<file path="src/rtl/buzz_pattern_gen_pkg.sv">
// Shared encodings and default widths for the buzzer pattern generator.
package buzz_pkg;

    localparam int DEF_W  = 16;
    localparam int DEF_LW = 8;
    localparam int DEF_RW = 8;

    localparam logic [1:0] MODE_OFF  = 2'd0;
    localparam logic [1:0] MODE_CONT = 2'd1;
    localparam logic [1:0] MODE_BEEP = 2'd2;

    typedef enum logic [1:0] {
        ST_IDLE = 2'd0,
        ST_ON   = 2'd1,
        ST_GAP  = 2'd2
    } state_t;

endpackage

</file>
<file path="src/rtl/buzz_tick_counter.sv">
// Half-period timer: counts clk cycles and pulses wrap on the last cycle of each half-period.
module buzz_tick_counter #(
    parameter int W = 16
) (
    input  logic         clk,
    input  logic         rst,
    input  logic         clr,
    input  logic         en,
    input  logic [W-1:0] half_period,
    output logic         wrap
);

    logic [W-1:0] count;

    assign wrap = en && !clr && (count == half_period - W'(1));

    always_ff @(posedge clk) begin
        if (rst || clr) begin
            count <= '0;
        end else if (en) begin
            count <= wrap ? '0 : count + W'(1);
        end
    end

endmodule

</file>
<file path="src/rtl/buzz_pattern_gen.sv">
// Buzzer driver: programmable square-wave tone, continuous or as a counted beep pattern.
module buzz_pattern_gen
    import buzz_pkg::*;
#(
    parameter int W  = DEF_W,
    parameter int LW = DEF_LW,
    parameter int RW = DEF_RW
) (
    input  logic          clk,
    input  logic          rst,
    input  logic          start,
    input  logic          stop,
    input  logic [1:0]    mode,
    input  logic [W-1:0]  half_period,
    input  logic [LW-1:0] on_len,
    input  logic [LW-1:0] off_len,
    input  logic [RW-1:0] reps,
    output logic          buzz,
    output logic          busy,
    output logic          done
);

    state_t        state;
    logic [1:0]    mode_q;
    logic [W-1:0]  hp_q;
    logic [LW-1:0] on_q;
    logic [LW-1:0] off_q;
    logic [RW-1:0] reps_q;
    logic [LW-1:0] half_cnt;
    logic [RW-1:0] rep_cnt;
    logic          buzz_q;
    logic          busy_q;
    logic          done_q;

    logic          wrap;
    logic          tick_clr;
    logic          tick_en;
    logic          start_ok;
    logic [LW-1:0] half_nxt;
    logic [RW-1:0] rep_nxt;

    assign start_ok = start && !stop && (state == ST_IDLE) &&
                      ((mode == MODE_CONT) || (mode == MODE_BEEP));
    assign tick_en  = (state != ST_IDLE);
    assign tick_clr = stop || (state == ST_IDLE);
    assign half_nxt = half_cnt + LW'(1);
    assign rep_nxt  = rep_cnt + RW'(1);

    buzz_tick_counter #(.W(W)) u_tick (
        .clk         (clk),
        .rst         (rst),
        .clr         (tick_clr),
        .en          (tick_en),
        .half_period (hp_q),
        .wrap        (wrap)
    );

    always_ff @(posedge clk) begin
        if (rst) begin
            state    <= ST_IDLE;
            mode_q   <= MODE_OFF;
            hp_q     <= '0;
            on_q     <= '0;
            off_q    <= '0;
            reps_q   <= '0;
            half_cnt <= '0;
            rep_cnt  <= '0;
            buzz_q   <= 1'b0;
            busy_q   <= 1'b0;
            done_q   <= 1'b0;
        end else begin
            done_q <= 1'b0;
            if (stop) begin
                state    <= ST_IDLE;
                half_cnt <= '0;
                buzz_q   <= 1'b0;
                busy_q   <= 1'b0;
            end else begin
                case (state)
                    ST_IDLE: begin
                        if (start_ok) begin
                            // zero lengths would never wrap; run them as one unit
                            mode_q   <= mode;
                            hp_q     <= (half_period == '0) ? W'(1)  : half_period;
                            on_q     <= (on_len == '0)      ? LW'(1) : on_len;
                            off_q    <= (off_len == '0)     ? LW'(1) : off_len;
                            reps_q   <= reps;
                            half_cnt <= '0;
                            rep_cnt  <= '0;
                            state    <= ST_ON;
                            buzz_q   <= 1'b1;
                            busy_q   <= 1'b1;
                        end
                    end
                    ST_ON: begin
                        if (wrap) begin
                            if ((mode_q == MODE_BEEP) && (half_nxt == on_q)) begin
                                state    <= ST_GAP;
                                half_cnt <= '0;
                                buzz_q   <= 1'b0;
                            end else begin
                                half_cnt <= half_nxt;
                                buzz_q   <= ~buzz_q;
                            end
                        end
                    end
                    ST_GAP: begin
                        if (wrap) begin
                            if (half_nxt == off_q) begin
                                half_cnt <= '0;
                                rep_cnt  <= rep_nxt;
                                // reps of zero never matches, so the pattern repeats until stop
                                if ((reps_q != '0) && (rep_nxt == reps_q)) begin
                                    state  <= ST_IDLE;
                                    busy_q <= 1'b0;
                                    done_q <= 1'b1;
                                end else begin
                                    state  <= ST_ON;
                                    buzz_q <= 1'b1;
                                end
                            end else begin
                                half_cnt <= half_nxt;
                            end
                        end
                    end
                    default: begin
                        state  <= ST_IDLE;
                        buzz_q <= 1'b0;
                        busy_q <= 1'b0;
                    end
                endcase
            end
        end
    end

    assign buzz = buzz_q;
    assign busy = busy_q;
    assign done = done_q;

endmodule

</file>
<file path="config.mk">
export PLATFORM = sky130hd
export DESIGN_NAME = buzz_pattern_gen
export DESIGN_NICKNAME = d
export VERILOG_FILES = /design/src/rtl/buzz_pattern_gen_pkg.sv /design/src/rtl/buzz_tick_counter.sv /design/src/rtl/buzz_pattern_gen.sv
export SDC_FILE = /design/constraint.sdc
export NUM_CORES = 1
export LEC_CHECK = 0
export BUFFER_PORTS_ARGS = -buffer_cell sky130_fd_sc_hd__buf_2
export CORE_MARGIN = 5
export CORE_UTILIZATION = 59
export CTS_BUF_LIST = sky130_fd_sc_hd__clkbuf_16
export CTS_CLUSTER_SIZE = 20
export DETAILED_ROUTE_END_ITERATION = 10
export GPL_TIMING_DRIVEN = 0
export HOLD_SLACK_MARGIN = 0.1
export PLACE_DENSITY = 0.81
export SETUP_SLACK_MARGIN = 0.02
export SLEW_MARGIN = 20
export SYNTH_ARGS = -nofsm -noshare
export SYNTH_HDL_FRONTEND = slang
export SYNTH_HIERARCHICAL = 1
export SYNTH_SLANG_ARGS = --single-unit
</file>
<file path="constraint.sdc">
create_clock -name clk -period 5.6 [get_ports clk]
set_input_delay 0.56 -clock clk [delete_from_list [all_inputs] [get_ports clk]]
set_output_delay 0.56 -clock clk [all_outputs]
set_load 0.01 [all_outputs]
</file>
Yosys cells after proc, flatten, opt, wreduce, memory -nomap -nowiden
Cells that the tools add are included.
- flip-flop bits (word level): 79
- bits of input ports: 46
- output and inout bits: 3
- word-level logic and storage cells: 98
- bitwise logic cells: 6
- mux-type cells: 32
- reductions and logical operators: 28
- equality and inequality tests: 16
- add/sub/neg operators: 4
- operator list (kind ; count):
    2-to-1 mux 8 bit ; 9
    2-to-1 mux 16 bit ; 2
    equality test 8 bit ; 3
    case mux 8 bit (3 select lines) ; 1
    AND reduction 5 bit ; 4
    adder 16 x 1 -> 16 bit (second input constant) ; 1
    adder 8 x 1 -> 8 bit (second input constant) ; 2
    equality test 16 bit ; 1
    logical NOT 16 bit ; 1
    logical NOT 8 bit ; 2
    case mux 8 bit (2 select lines) ; 1
    subtractor 16 x 1 -> 16 bit (second input constant) ; 1
    2-to-1 mux 1 bit ; 11
    2-to-1 mux 2 bit ; 5
    inequality test 2 bit (second input constant) ; 5
    nonzero test 8 bit ; 1
    logical AND 1 bit ; 7
    equality test 2 bit (second input constant) ; 3
    inverter 1 bit ; 6
    case mux 1 bit (3 select lines) ; 2
    case mux 2 bit (3 select lines) ; 1
    OR reduction 5 bit ; 1
    equality test 2 x 1 -> 1 bit (second input constant) ; 2
    inequality test 2 x 1 -> 1 bit (second input constant) ; 2
    8 further kinds ; 12

Depth between registers and ports, before layout
- word-level depth: 7
- gate-level depth with buffers: 15
- gate-level depth less buffers: 13

Cells and area by module
Netlist, hierarchy kept.
- by module, submodules not included (module ; area each (um2) ; sequential area each (um2) ; cells an instance ; times used):
    buzz_pattern_gen ; 3379.5 ; 1261.2 ; 426 ; 1
    buzz_tick_counter ; 1382.6 ; 320.3 ; 171 ; 1

Worst setup path before layout
No wires, ideal clock.
- kind: reg2reg
- start: reg state[0]
- end: reg half_cnt[6]
- library setup time: 0.120 ns
- stages on the path, launching flop included: 16
- arrival: 3.776 ns
- setup slack: 1.704 ns
- clock period less this slack: 3.896 ns
- data required time: 5.480 ns
- buffers on the path: 3
- path through: dfxtp_1 inv_1 ha_1 or2_2 nor4b_1 nand3b_1 a2111o_1 nor4_2 buf_6 and2_1 a21oi_1 or3_1 clkbuf_1 and2_0 clkbuf_1 a211o_1
- longest elaborated chain between the ends: 7
- elaborated cells on any way between the ends: 16
- classes of those cells: eq/ne (5); mux (1); reduce/logical (10)
- ends and longest elaborated chain (item ; RTL line ; source):
    start: declaration ; buzz_pattern_gen.sv:23 ; state_t state;
    start signal: assignment ; buzz_pattern_gen.sv:60 ; state <= ST_IDLE;
    start signal: assignment ; buzz_pattern_gen.sv:74 ; state <= ST_IDLE;
    start signal: assignment ; buzz_pattern_gen.sv:90 ; state <= ST_ON;
    logical NOT 2 bit * ; buzz_pattern_gen.sv:45 ; assign tick_clr = stop || (state == ST_IDLE);
    logical OR 1 bit * ; buzz_pattern_gen.sv:45 ;
    via tick_clr ; buzz_pattern_gen.sv:36 ; logic tick_clr;
    logical NOT 1 bit * ; buzz_tick_counter.sv:15 ; assign wrap = en && !clr && (count == half_period - W'(1));
    logical AND 1 bit * (2 in a row) ; buzz_tick_counter.sv:15 ;
    via wrap ; buzz_pattern_gen.sv:35 ; logic wrap;
    inequality test 2 x 1 -> 1 bit (no line) ; -- ;
    AND reduction 4 bit (no line) * ; -- ;
    end signal: assignment ; buzz_pattern_gen.sv:102 ; half_cnt <= half_nxt;
    end signal: assignment ; buzz_pattern_gen.sv:122 ; half_cnt <= half_nxt;
    end: declaration ; buzz_pattern_gen.sv:29 ; logic [LW-1:0] half_cnt;
The timed path passes the listed nets; every way through them passes the cells marked *.
A chain may end at the register's enable or synchronous reset.

Final worst setup path
- start: reg hp_q[0]
- end: reg half_cnt[6]
- longest elaborated chain between the ends: 5
- elaborated cells on any way between the ends: 6
- classes of those cells: add/sub (1); eq/ne (3); reduce/logical (2)
- ends and longest elaborated chain (item ; RTL line ; source):
    start: declaration ; buzz_pattern_gen.sv:25 ; logic [W-1:0] hp_q;
    start signal: assignment ; buzz_pattern_gen.sv:84 ; hp_q <= (half_period == '0) ? W'(1) : half_period;
    subtractor 16 x 1 -> 16 bit * ; buzz_tick_counter.sv:15 ;
    equality test 16 bit * ; buzz_tick_counter.sv:15 ;
    logical AND 1 bit * ; buzz_tick_counter.sv:15 ;
    via wrap ; buzz_pattern_gen.sv:35 ;
    inequality test 2 x 1 -> 1 bit (no line) ; -- ;
    AND reduction 4 bit (no line) * ; -- ;
Marks and branches as above.

==> metrics.txt <==
CTS max path bufs=2; cells after synthesis=597; Power, Total=0.00137 W; CP Capture Type=flop; Ports=49; Yosys reg bits=79; CP Class=reg -> reg; IR drop worst, VDD=between 0.00015 and 0.0002 V; Period minus WS final=approximately 4800 ps; Net Sw Frac=26.7%; largest net degree at the start of global routing=13; area grow syn2layout=13.6%; Yosys top cell by area=dfxtp_1; DRT Wirelength=between 10 and 15 mm; clk slew on worst S/H paths=60 ps; Seq/Total Area, Yosys=33.2%; Async SR Flop Fraction=0%; DR vias=between 4,000 and 5,000; Syn. warnings=6; top cell type's share of synthesized area=33.2%; Routed Antenna Nets=0; Comb pwr share=16.3%; most common cell in the netlist=nand2_1; ys flop type=dfxtp_1; # DRC=0; # Max-Cap Violations=0; final hold vios=0; Die Ht=99.8 um; global route overflow=0; Via-to-Cell Ratio=6.11; Global Route Usage Sum=around a quarter; FP Rows=32; DR WL/cell=16.0 um; P_int=roughly 0.0010 W; DP Wirelength=between 9 and 10 mm; CP Launch Type=flop; switching power=between 0.0003 and 0.0004 W; Min-Delay Path Class=reg -> reg; Post-CTS Setup Inserts=0; outcome=complete, no violations; CP arrival=approximately 5000 ps; Crit-path slowest cell=nor4_2; core box area=0.00781 mm2; # diodes=0; most numerous cell on the critical path=clkbuf_1; DIE AREA=approximately 0.010 mm2; Required @ worst endpoint=5820 ps; final core utilization=69.3%; initial antenna violation count=0; PostCTS Resize Cnt=0; # setup viols final=0; setup TNS=0 ps; Slew HR=about 48%; Post-synth top cells=nand2_1 (108), dfxtp_1 (79), a21oi_1 (68); final worst path period share=85.2%; Syn Area/Cell=roughly 8 um2; worst path cell trace=inv_1, ha_1, nor4b_1, nand3_1, a2111oi_0, o41ai_1, nor4_2, buf_6, and2_1, a21oi_1, or3_1, clkbuf_1, and2_0, clkbuf_1, a211o_1; synth unique cells=74; Clk Tree Root Cell=clkbuf_16; synthesized area=~0.0048 mm2; Port Buffers=48; syn nets=651; drt pass-1 iters=6; CP top delay family=simple AND/OR/NAND/NOR gates; Sink Count=79; WHS=about 450 ps; Slew Viols, Final=0; Layout Nets=710; Clock Latency Late Sink=between 300 and 400 ps; highest clock rate=0.209 GHz; worst-margin pin slew=770 ps; layout cell share with drive strength beyond 1=around 14%; CTS buffer count=9; Die Wd=99.8 um; Final WS setup=826 ps; H-tree Lvls=3; Crit path buffers/inverters=4; Worst path max stage delay=600 ps; Area contributors post-synth=dfxtp_1 (33%), nand2_1 (8.5%), a21oi_1 (7.1%), xnor2_1 (6.6%), xor2_1 (3.7%); RSZ-0062 raised after global routing=no; number of flops mapped to enable cells by yosys=0; skew final=6.45 ps; hold_buf cts=0; leakage=1.99 nW; Initial DRC Count=245; GP Congestion=approximately 0.96; CTS tree=yes; first-pass GRT wire length=20.3 mm; Clk pwr share=40.4%; Reg power frac=43.4%; Worst Path Max Fanout=10; Worst Setup Slack post-DPL=981 ps; vias in the first global route=4,357; PwrDens=254 mW/mm2; initial cell density of the core=61.0%
[final cells by class]
| type | count | area [um2] |
|---|---|---|
| repair buffers | 48 | 240 |
| well taps | 102 | 128 |
| flip-flops and latches | 79 | 1580 |
| clock inverters | 6 | 53.8 |
| multi-input cells | 466 | 2920 |
| fillers | 661 | 2400 |
| clock buffers | 9 | 225 |
| plain buffers | 33 | 193 |
| inverters | 19 | 71.3 |
[power by group through the flow]
stage / registers [W] / logic, W / clock network [W]
4_1_cts: 0.000595 / 0.000219 / 0.000558
3_3_place_gp: 0.000606 / 0.000211 / 0
6_report: 0.000595 / 0.000223 / 0.000554
3_5_place_dp: 0.000607 / 0.000217 / 0
2_1_floorplan: 0.000603 / 0.000156 / 0
5_1_grt: 0.000597 / 0.000246 / 0.000586
[path summary, 6_finish.rpt]
kind | slack [ps] | cells past startpoint | startpoint | end
min reg2reg | 450 | 2 | hp_q[2] | hp_q[2]
min | 450 | 2 | hp_q[2] | hp_q[2]
max | 830 | 15 | hp_q[0] | half_cnt[6]
max reg2reg | 830 | 15 | hp_q[0] | half_cnt[6]
[tightest hold or removal path: cells and delay by family, from the launching register on]
family	cells	cell delay, ps
AOI/OAI and AO/OA	1	50
DFF	1	300
and+or+nand+nor	1	50
[per-stage QoR]
step / instances / area [um2]
finish: 762 / 5410
global route: 762 / 5410
CTS: 762 / 5410
detailed placement: 747 / 5130
global placement: 747 / 5130
floorplan: 597 / 4760
[sequential cells by signal (all words and copies together), names as in the netlist, 2 cells and up]
| register | count |
|---|---|
| mode_q | 2 |
| on_q | 8 |
| rep_cnt | 8 |
| reps_q | 8 |
| off_q | 8 |
| hp_q | 16 |
| state | 2 |
| u_tick/count | 16 |
| half_cnt | 8 |
[metal layers]
metal	track usage, %	wire (um)	vias to the layer above
met5	0	0	-
met4	7.14	160	0
met3	3.75	1010	25
met2	39.9	5550	215
met1	34.6	5430	2163
li1	-	-	2250
[cell families (layout without fill, tap and decap cells)]
kind of cell | Yosys count | after routing | synth area share (%)
xor+xnor | 59 | 59 | 11.6
fa+ha+maj | 8 | 8 | 2.10
compound gates | 138 | 138 | 18.0
simple gates | 256 | 256 | 28.5
mux | 5 | 5 | 1.08
buf+inv | 52 | 115 | 5.54
flops | 79 | 79 | 33.2
[cell usage in the layout, fill, tap and decap left out, types with 3 or more instances in the layout]
cell type	count
nand2_1	108
dfxtp_1	79
a21oi_1	68
buf_2	52
xnor2_1	36
nor2_1	24
xor2_1	20
nand3_1	20
inv_1	18
clkbuf_1	18
o21ai_0	16
nor3_1	16
nor4_1	15
a211oi_1	9
clkbuf_16	9
nand4_1	8
ha_1	8
buf_6	7
a21o_1	7
or3_1	6
or4_1	6
and3_1	6
nand3b_1	5
nor2b_1	5
and2_1	4
and4_1	4
a311o_1	4
mux2i_1	4
clkinv_2	4
buf_1	3
o2111ai_1	3
a41oi_1	3
o21ai_1	3
nor3b_1	3
nor4b_1	3
No activity file was read; power rests on OpenSTA's default activity.
